--- src/rtl/mem_read_arbiter.sv ---
// mem_read_arbiter
// Shares one AXI-style read port (address + data channel) between NUM_REQ
// cache refill masters. Requesters are served round-robin, one whole burst at
// a time with a single burst in flight. The owner index is driven on ARID and
// R beats are routed back to the owner only; rdata is broadcast.

module mem_read_arbiter #(
   parameter int NUM_REQ    = 2,
   parameter int ADDR_WIDTH = 26,
   parameter int DATA_WIDTH = 32,
   parameter int ID_WIDTH   = 4
) (
   input  logic                          clk,
   input  logic                          rst,
   input  logic [NUM_REQ*ADDR_WIDTH-1:0] req_araddr,
   input  logic [NUM_REQ*8-1:0]          req_arlen,
   input  logic [NUM_REQ-1:0]            req_arvalid,
   output logic [NUM_REQ-1:0]            req_arready,
   output logic [DATA_WIDTH-1:0]         req_rdata,
   output logic [NUM_REQ-1:0]            req_rvalid,
   input  logic [NUM_REQ-1:0]            req_rready,
   output logic [ADDR_WIDTH-1:0]         mem_araddr,
   output logic [7:0]                    mem_arlen,
   output logic [ID_WIDTH-1:0]           mem_arid,
   output logic                          mem_arvalid,
   input  logic                          mem_arready,
   input  logic [DATA_WIDTH-1:0]         mem_rdata,
   input  logic                          mem_rvalid,
   output logic                          mem_rready,
   output logic                          busy
);

   localparam int IDX_W = (NUM_REQ > 1) ? $clog2(NUM_REQ) : 1;

   typedef enum logic [1:0] {
      S_IDLE = 2'd0,
      S_ADDR = 2'd1,
      S_DATA = 2'd2
   } state_t;

   // Round-robin search: first set bit of req starting at ptr, wrapping.
   // Returns {found, index}.
   function automatic logic [IDX_W:0] rr_pick(input logic [NUM_REQ-1:0] req,
                                              input logic [IDX_W-1:0]   ptr);
      logic             found;
      logic [IDX_W-1:0] idx;
      int               cand;
      found = 1'b0;
      idx   = '0;
      for (int k = 0; k < NUM_REQ; k++) begin
         cand = int'(ptr) + k;
         if (cand >= NUM_REQ) begin
            cand = cand - NUM_REQ;
         end else begin
            cand = cand;
         end
         if (!found && req[cand]) begin
            found = 1'b1;
            idx   = IDX_W'(cand);
         end else begin
            found = found;
         end
      end
      return {found, idx};
   endfunction

   state_t                  state_r;
   logic [IDX_W-1:0]        owner_r;
   logic [IDX_W-1:0]        rr_ptr_r;
   logic [ADDR_WIDTH-1:0]   addr_r;
   logic [7:0]              len_r;
   logic [7:0]              beat_cnt_r;
   logic                    busy_r;
   logic                    mem_arvalid_r;

   logic                    in_data_s;
   logic                    owner_rready_s;
   logic                    beat_xfer_s;
   logic                    last_beat_s;
   logic [IDX_W-1:0]        next_ptr_s;
   logic [IDX_W-1:0]        arb_ptr_s;
   logic [IDX_W:0]          pick_s;
   logic                    grant_any_s;
   logic [IDX_W-1:0]        grant_idx_s;
   logic [ADDR_WIDTH-1:0]   grant_addr_s;
   logic [7:0]              grant_len_raw_s;
   logic [7:0]              grant_len_s;
   logic [NUM_REQ-1:0]      owner_onehot_s;

   // Burst progress and arbitration decode for the current cycle.
   always_comb begin
      in_data_s      = (state_r == S_DATA);
      owner_rready_s = req_rready[owner_r];
      beat_xfer_s    = in_data_s & mem_rvalid & owner_rready_s;
      last_beat_s    = beat_xfer_s & (beat_cnt_r == (len_r - 8'd1));

      if (owner_r == IDX_W'(NUM_REQ - 1)) begin
         next_ptr_s = '0;
      end else begin
         next_ptr_s = owner_r + IDX_W'(1);
      end

      // On the last beat the pointer has already moved past the owner.
      if (state_r == S_DATA) begin
         arb_ptr_s = next_ptr_s;
      end else begin
         arb_ptr_s = rr_ptr_r;
      end

      pick_s          = rr_pick(req_arvalid, arb_ptr_s);
      grant_any_s     = pick_s[IDX_W];
      grant_idx_s     = pick_s[IDX_W-1:0];
      grant_addr_s    = req_araddr[grant_idx_s*ADDR_WIDTH +: ADDR_WIDTH];
      grant_len_raw_s = req_arlen[grant_idx_s*8 +: 8];

      // A zero beat count still moves one beat.
      if (grant_len_raw_s == 8'd0) begin
         grant_len_s = 8'd1;
      end else begin
         grant_len_s = grant_len_raw_s;
      end

      owner_onehot_s          = '0;
      owner_onehot_s[owner_r] = 1'b1;
   end

   // Burst FSM: owner/pointer bookkeeping, address latch and registered status.
   always_ff @(posedge clk) begin
      if (rst) begin
         state_r       <= S_IDLE;
         owner_r       <= '0;
         rr_ptr_r      <= '0;
         addr_r        <= '0;
         len_r         <= 8'd0;
         beat_cnt_r    <= 8'd0;
         busy_r        <= 1'b0;
         mem_arvalid_r <= 1'b0;
      end else begin
         case (state_r)
            S_IDLE: begin
               if (grant_any_s) begin
                  owner_r       <= grant_idx_s;
                  addr_r        <= grant_addr_s;
                  len_r         <= grant_len_s;
                  state_r       <= S_ADDR;
                  busy_r        <= 1'b1;
                  mem_arvalid_r <= 1'b1;
               end else begin
                  state_r <= S_IDLE;
               end
            end
            S_ADDR: begin
               if (mem_arready) begin
                  beat_cnt_r    <= 8'd0;
                  state_r       <= S_DATA;
                  mem_arvalid_r <= 1'b0;
               end else begin
                  state_r <= S_ADDR;
               end
            end
            S_DATA: begin
               if (last_beat_s) begin
                  rr_ptr_r <= next_ptr_s;
                  // Chain straight into the next burst without an idle cycle.
                  if (grant_any_s) begin
                     owner_r       <= grant_idx_s;
                     addr_r        <= grant_addr_s;
                     len_r         <= grant_len_s;
                     state_r       <= S_ADDR;
                     mem_arvalid_r <= 1'b1;
                  end else begin
                     state_r <= S_IDLE;
                     busy_r  <= 1'b0;
                  end
               end else if (beat_xfer_s) begin
                  beat_cnt_r <= beat_cnt_r + 8'd1;
               end else begin
                  beat_cnt_r <= beat_cnt_r;
               end
            end
            default: begin
               state_r       <= S_IDLE;
               busy_r        <= 1'b0;
               mem_arvalid_r <= 1'b0;
            end
         endcase
      end
   end

   // Channel routing: handshakes go to the owner only, everything else is held at 0.
   always_comb begin
      req_arready = '0;
      req_rvalid  = '0;
      req_rdata   = '0;
      mem_rready  = 1'b0;
      if ((state_r == S_ADDR) && mem_arready) begin
         req_arready = owner_onehot_s;
      end else begin
         req_arready = '0;
      end
      if (in_data_s) begin
         req_rdata  = mem_rdata;
         mem_rready = owner_rready_s;
         if (mem_rvalid) begin
            req_rvalid = owner_onehot_s;
         end else begin
            req_rvalid = '0;
         end
      end else begin
         req_rdata  = '0;
         mem_rready = 1'b0;
         req_rvalid = '0;
      end
   end

   assign mem_araddr  = addr_r;
   assign mem_arlen   = len_r;
   assign mem_arid    = ID_WIDTH'(owner_r);
   assign mem_arvalid = mem_arvalid_r;
   assign busy        = busy_r;

endmodule
--- config.mk ---
export PLATFORM = sky130hd
export DESIGN_NAME = mem_read_arbiter
export DESIGN_NICKNAME = d
export VERILOG_FILES = /design/src/rtl/mem_read_arbiter.sv
export SDC_FILE = /design/constraint.sdc
export NUM_CORES = 1
export LEC_CHECK = 0
export ABC_CLOCK_PERIOD_IN_PS = 3350
export CORE_MARGIN = 5
export CORE_UTILIZATION = 38
export CTS_CLUSTER_DIAMETER = 50
export DETAILED_ROUTE_END_ITERATION = 16
export HOLD_SLACK_MARGIN = 0.1
export PLACE_DENSITY = 0.89
export SKIP_LAST_GASP = 1
export SYNTH_ARGS = -nofsm -noshare
export SYNTH_HDL_FRONTEND = slang
export SYNTH_SLANG_ARGS = --single-unit
--- constraint.sdc ---
create_clock -name clk -period 3.35 [get_ports clk]
set_input_delay 0.335 -clock clk [delete_from_list [all_inputs] [get_ports clk]]
set_output_delay 0.335 -clock clk [all_outputs]
set_load 0.005 [all_outputs]
==> results.sh <==
export IMPL_min_path_cells=2
export IMPL_yosys_area_share_simple_pct=17.82
export IMPL_final_period_utilization_pct=80.65
export IMPL_crit_fanout=34
export IMPL_coreArea_um2=7807
export IMPL_synth_mux_area_share_pct=11.07
export IMPL_hold_path_class="flop to flop"
export IMPL_critPathRequiredTime_ns=3.50
export IMPL_cts_sinks=48
export IMPL_whs_ns=0.4653
export IMPL_dp_cells=599
export IMPL_root_buffer="clkbuf_8"
export IMPL_tightest_slew_ns=0.6588
export IMPL_setup_violations=0
export IMPL_synth_async_reset_ratio_pct=0
export IMPL_finalHoldViolations=0
export IMPL_met3_usage_pct=6.254
export IMPL_htree_levels=2
export IMPL_dieArea_um2=9992
export IMPL_io_pins=185
export IMPL_grtUsageMet2_pct=38.33
export IMPL_grt_max_degree=36
export IMPL_fmax_mhz=370.1
export IMPL_worstSetupEndpointType="flop"
export IMPL_yosysSeqAreaShare_pct=31.24
export IMPL_viasPerCell=5.326
export IMPL_finalPower_mw=1.769
export IMPL_crit_arrival_ns=2.85
export IMPL_grt_pass1_wl_um=16390
export IMPL_num_antenna_cells=0
export IMPL_p_per_area_nw_per_um2=351.3
export IMPL_place_hpwl_um=8278
export IMPL_use_met1_pct=20.63
export IMPL_fp_dieH_um=99.96
export IMPL_syn_avg_cell_area_um2=9.126
export IMPL_ys_types=50
export IMPL_vdd_drop_max_v=0.0001826
export IMPL_synth_adder_area_share_pct=0.8137
export IMPL_min_period_ns=2.702
export IMPL_path_class="flop to flop"
export IMPL_timing_final_ws_setup_ns=0.6483
export IMPL_fin_skew_ns=0.006196
export IMPL_worst_r2r_startpoint="mem_arlen[0]"
export IMPL_initial_core_util_pct=39.39
export IMPL_gr_total_overflow=0
export IMPL_dr_pass1_iters=4
export IMPL_cp_start_kind="flop"
export IMPL_vias=3233
export IMPL_area_delta_synth_final_pct=63.75
export IMPL_drc=0
export IMPL_io_buffer_count=181
export IMPL_wl_um=10300
export IMPL_max_slew_margin_rel_pct=55.74
export IMPL_whs_endpoint="mem_arvalid"
export IMPL_dpl_worst_slack_ns=0.6714
export IMPL_status="finished clean"
export IMPL_cts_tree="yes"
export IMPL_instances_no_fill=607
export IMPL_regToRegSetupSlack_ns=0.65
export IMPL_insertion_delay_ns=0.30
export IMPL_hold_buffers=0
export IMPL_die_w_um=99.96
export IMPL_synth_top_family_by_area="compound AO/OA/AOI/OAI gates"
export IMPL_drt_iter0_markers=167
export IMPL_min_delay_start="mem_arvalid"
export IMPL_rr_endpoint="mem_arlen[6]"
export IMPL_gp_congestion=0.8598
export IMPL_slew_violations=0
export IMPL_cts_buffers=5
export IMPL_track_usage_pct=19.97
export IMPL_postRouteAntennaNets=0
export IMPL_maxCapViolations=0
export IMPL_ys_flop_type="dfxtp_1"
export IMPL_synth_xor_area_share_pct=3.987
export IMPL_grt_setup_unrepaired="false"
export IMPL_cts_buffer_depth=2
export IMPL_ys_seq_elements=48
export IMPL_cts_setup_buffers=0
export IMPL_path_clk_slew_ns=0.09
export IMPL_grt_busiest_layer="met2"
export IMPL_layout_nets=614
export IMPL_postCtsResizedCells=0
export IMPL_setup_tns_final_ns=0
export IMPL_antenna_found_initial=0
export IMPL_fp_row_count=32
export IMPL_power_leakage_nw=1.940
export IMPL_synth_edf_count=0
export IMPL_drive_gt1_share_pct=11.49
export IMPL_synth_cells=337
export IMPL_grt_pass1_vias=3410
export IMPL_yosys_warnings=0
export IMPL_r2r_cells=10
export IMPL_netlist_area_um2=3075
export IMPL_synth_compound_area_share_pct=28.48
export IMPL_fill_cells=651
export IMPL_wl_per_cell_um=16.97
## cells in the final DEF, fill, tap and decap left out, drive strengths merged, types with 2 or more instances in the layout
cell type      synthesis  final
a211oi                35     35
a21oi                 46     46
a31oi                  2      2
and2                  34     34
and3                   2      2
buf                   19      8
clkbuf                11      6
clkdlybuf4s50          0    180
conb                   1      3
dfxtp                 48     48
ha                     2      2
inv                    4      4
mux2i                 34     34
nand2                  9      9
nand2b                 3      3
nand3                  4      4
nand3b                 2      2
nand4                  3      3
nor2                  20     20
nor2b                  3      3
nor3                   5      5
nor4                   3      3
o211a                  2      2
o21a                   2      2
o21ai                 10     10
o31ai                  3      3
or2                    2      2
or3                    5      5
xnor2                 10     10
xor2                   4      4
## cell type report
| type | instances | area (µm²) | area share, % |
|---|---|---|---|
| repair buffers | 188 | 1872 | 37.17 |
| flip-flops and latches | 48 | 960.9 | 19.08 |
| well taps | 102 | 127.6 | 2.534 |
| inverters | 4 | 15.01 | 0.2981 |
| clock inverters | 2 | 38.79 | 0.7702 |
| clock buffers | 6 | 82.58 | 1.640 |
| multi-input cells | 257 | 1939 | 38.51 |
## logic make-up after synthesis
family / Yosys count
AO/OA/AOI/OAI: 107
XOR/XNOR: 14
adder cells (fa/ha/maj): 2
buffers and inverters: 34
flip-flops: 48
multiplexers: 34
other: 1
AND/OR/NAND/NOR: 97
## where the power goes
part           switching (mW)  total [mW]  internal, mW
sequential             0.0543       0.684         0.630
clock                   0.197       0.441         0.244
combinational           0.271       0.644         0.373
## synthesized netlist by cell type (all sizes together) (3+ instances only)
cell type  number  share of area [%]
nand4           3               0.61
and2           34                6.9
nand3           4               0.65
nand2           9                1.1
nor2           20                2.7
buf            19                4.6
mux2i          34                 11
nor2b           3               0.61
xor2            4                1.1
o31ai           3               0.89
inv             4               0.49
nand2b          3               0.61
nor3            5               0.81
o21ai          10                2.1
or3             5                1.2
a211oi         35                 13
xnor2          10                2.8
dfxtp          48                 31
nor4            3               0.81
clkbuf         11                1.3
a21oi          46                7.6
## flip-flops by register name, summed over array words and instances (netlist names)
| register | flops |
|---|---|
| rr_ptr_r | 1 |
| mem_arvalid | 1 |
| mem_arlen | 8 |
| busy | 1 |
| beat_cnt_r | 8 |
| mem_araddr | 26 |
| state_r | 2 |
| owner_r | 1 |
## worst max-delay path, cell delays in order (launching register included)
cell and delay, ns:
dfxtp_1 0.42, inv_1 0.09, ha_1 0.29, nor2b_1 0.17
or3_4 0.39, a31oi_4 0.18, o211a_1 0.38, a21oi_2 0.14
nor2_4 0.13, buf_12 0.24, a221oi_1 0.12
## metal layers
layer	vias up	part of all wire, %
met2	131	54
met4	0	1.4
met3	14	9.1
li1	1548	-
met1	1540	35
met5	-	0
## per-stage QoR
step / utilization (%) / area (µm²)
final: 64.50 / 5036
after global routing: 64.50 / 5036
after CTS: 64.50 / 5036
after detailed placement: 62.95 / 4915
after global placement: 62.95 / 4915
after floorplan: - / 3083
## how the worst max path moves through the flow
stage               slack [ns]  cells past startpoint        endpoint    startpoint
finish                    0.65                     10    mem_arlen[6]  mem_arlen[0]
global route              0.42                     10    mem_arlen[7]  mem_arlen[0]
CTS                       0.63                     10  mem_araddr[21]  mem_arlen[0]
detailed placement        0.67                     10    mem_arlen[6]  mem_arlen[0]
global placement          0.76                     10    mem_arlen[6]  mem_arlen[0]
floorplan                 0.95                     12  mem_araddr[21]  mem_arlen[0]
Power figures use the tool's default switching activity.
==> edit: new RTL, same settings <==
Change the parameter `ID_WIDTH` from 4 to 6.
--- a/src/rtl/mem_read_arbiter.sv
+++ b/src/rtl/mem_read_arbiter.sv
@@ -8,7 +8,7 @@
    parameter int NUM_REQ    = 2,
    parameter int ADDR_WIDTH = 26,
    parameter int DATA_WIDTH = 32,
-   parameter int ID_WIDTH   = 4
+   parameter int ID_WIDTH   = 6
 ) (
    input  logic                          clk,
    input  logic                          rst,
Ports: changed (resized mem_arid); port bits go from 185 to 187. The function was not compared with the original's and may differ.
==> edit against the unedited design <==
Sequential cell count stayed put. Synthesized cell count is 0.59% higher. Sequential share of layout area is 0.052 points higher. Synthesized area is 0.49% higher. Wire length is 0.98% lower. Setup slack worse by 0.11 ns. Die area is 0.44% higher. Count of clock-buffer cells in the layout stayed put. Power is 4.4% lower. Fmax is 3.9% lower. Via count is 0.96% lower. Design area is 0.27% lower.
==> edit: results <==
[outcome]
status = finished clean

[critical_path]
critPathLaunch = mem_arlen[0]
cp_slowest_cell = o21ai_4
slowest_delay_ns = 0.44
cp_top_family = compound AO/OA/AOI/OAI gates
crit_path_max_fanout = 21
worstPathArrival_ns = 3.03

[logic_synthesis]
avgSynthCellArea_um2 = 9.116
ys.flop_type = dfxtp_1
ys_top_cells_by_area = dfxtp_1 31%, a211oi_2 12%, mux2i_1 11%, a21oi_1 7.3%, and2_1 6.9%
synth-compound-area-share = 0.2834
synth.area.mux_share = 0.1101
yosys.area_share.xor_xnor = 0.03968
synthAdderAreaFrac = 0.008097
ys_types = 50
yosysSeqAreaShare = 0.3109

[sta]
fin_skew_ns = 0.01066
relSlewSlack = 0.3229

[final_layout]
largest_reg_flops = 26
final_cells = 609
n_fill_cell = 625
drive_above_1_share = 0.1164
layout.nets = 616

[detailed_routing]
drt-initial-drc-count = 136
drt-total-wl_um = 10200
drtPass1Iterations = 4
vias = 3202

[clocking]
clockBufferDepth = 2
clock-root-buffer = clkbuf_8

[placement]
gp_congestion = 0.8647
placedCellCount = 601
post_dp_cell_area_mm2 = 0.004925
io_buffers = 181
hpwl_um = 8264

[worst_hold_path]
hold_class = reg2reg
min_from = mem_arvalid

[power]
p_int_uw = 1169
power_leakage_uw = 0.001929
vdd_drop_max_uv = 191.4

[global_route]
groute.usage.overall = 0.1940
grt_pass1_vias = 3349
grt_antenna_before_repair = 0
grt_pass1_wl_um = 16030
[edit: changes by cell type after synthesis, sizes merged]
| cell | unedited run | this run |
|---|---|---|
| buf | 19 | 21 |
[edit: area by class of cell]
cell class,instances,area share
Sequential cell,48,0.1913
Tap cell,102,0.02541
Multi-Input combinational cell,259,0.3881
Clock inverter,2,0.002990
Timing Repair Buffer,188,0.3727
Clock buffer,6,0.01644
Inverter,4,0.002990
[edit: power groups by stage]
stage / sequential [µW] / combinational (µW) / clock [µW]
2_1_floorplan: 688 / 330 / 0
3_3_place_gp: 694 / 623 / 0
3_5_place_dp: 695 / 647 / 0
4_1_cts: 683 / 649 / 368
5_1_grt: 692 / 695 / 397
6_report: 683 / 645 / 364
[edit: per-stage QoR]
stage               setup WS [ns]    util
floorplan                  0.9459       -
global placement           0.7344  0.6308
detailed placement         0.5614  0.6308
CTS                        0.5439  0.6433
global route               0.3196  0.6433
finish                     0.5389  0.6433
[edit: metal layers]
metal  global-route usage  part of all wire
met5                    0                 0
met4              0.05492             0.015
met3              0.06046             0.091
met2               0.3619              0.52
met1               0.2089              0.37
[edit: final timing paths]
| path | to | slack [ns] | depth (start not counted) |
|---|---|---|---|
| max | mem_araddr[24] | 0.54 | 10 |
| min | mem_arvalid | 0.48 | 2 |
| max reg2reg | mem_araddr[24] | 0.54 | 10 |
| min reg2reg | mem_arvalid | 0.48 | 2 |
[edit: logic make-up (layout without fill, tap and decap cells)]
family,count (synthesis),count (layout)
buffers and inverters,36,200
DFF,48,48
adders and majority gates,2,2
xor gates and xnor gates,14,14
muxes,34,34
AOI/OAI and AO/OA,107,107
and+or+nand+nor,97,97
other,1,5
[edit: worst min-delay path, cell delays in order, from the launching register on]
cell and delay (ns):
dfxtp_1 0.32, nand2_1 0.05, a21oi_1 0.06
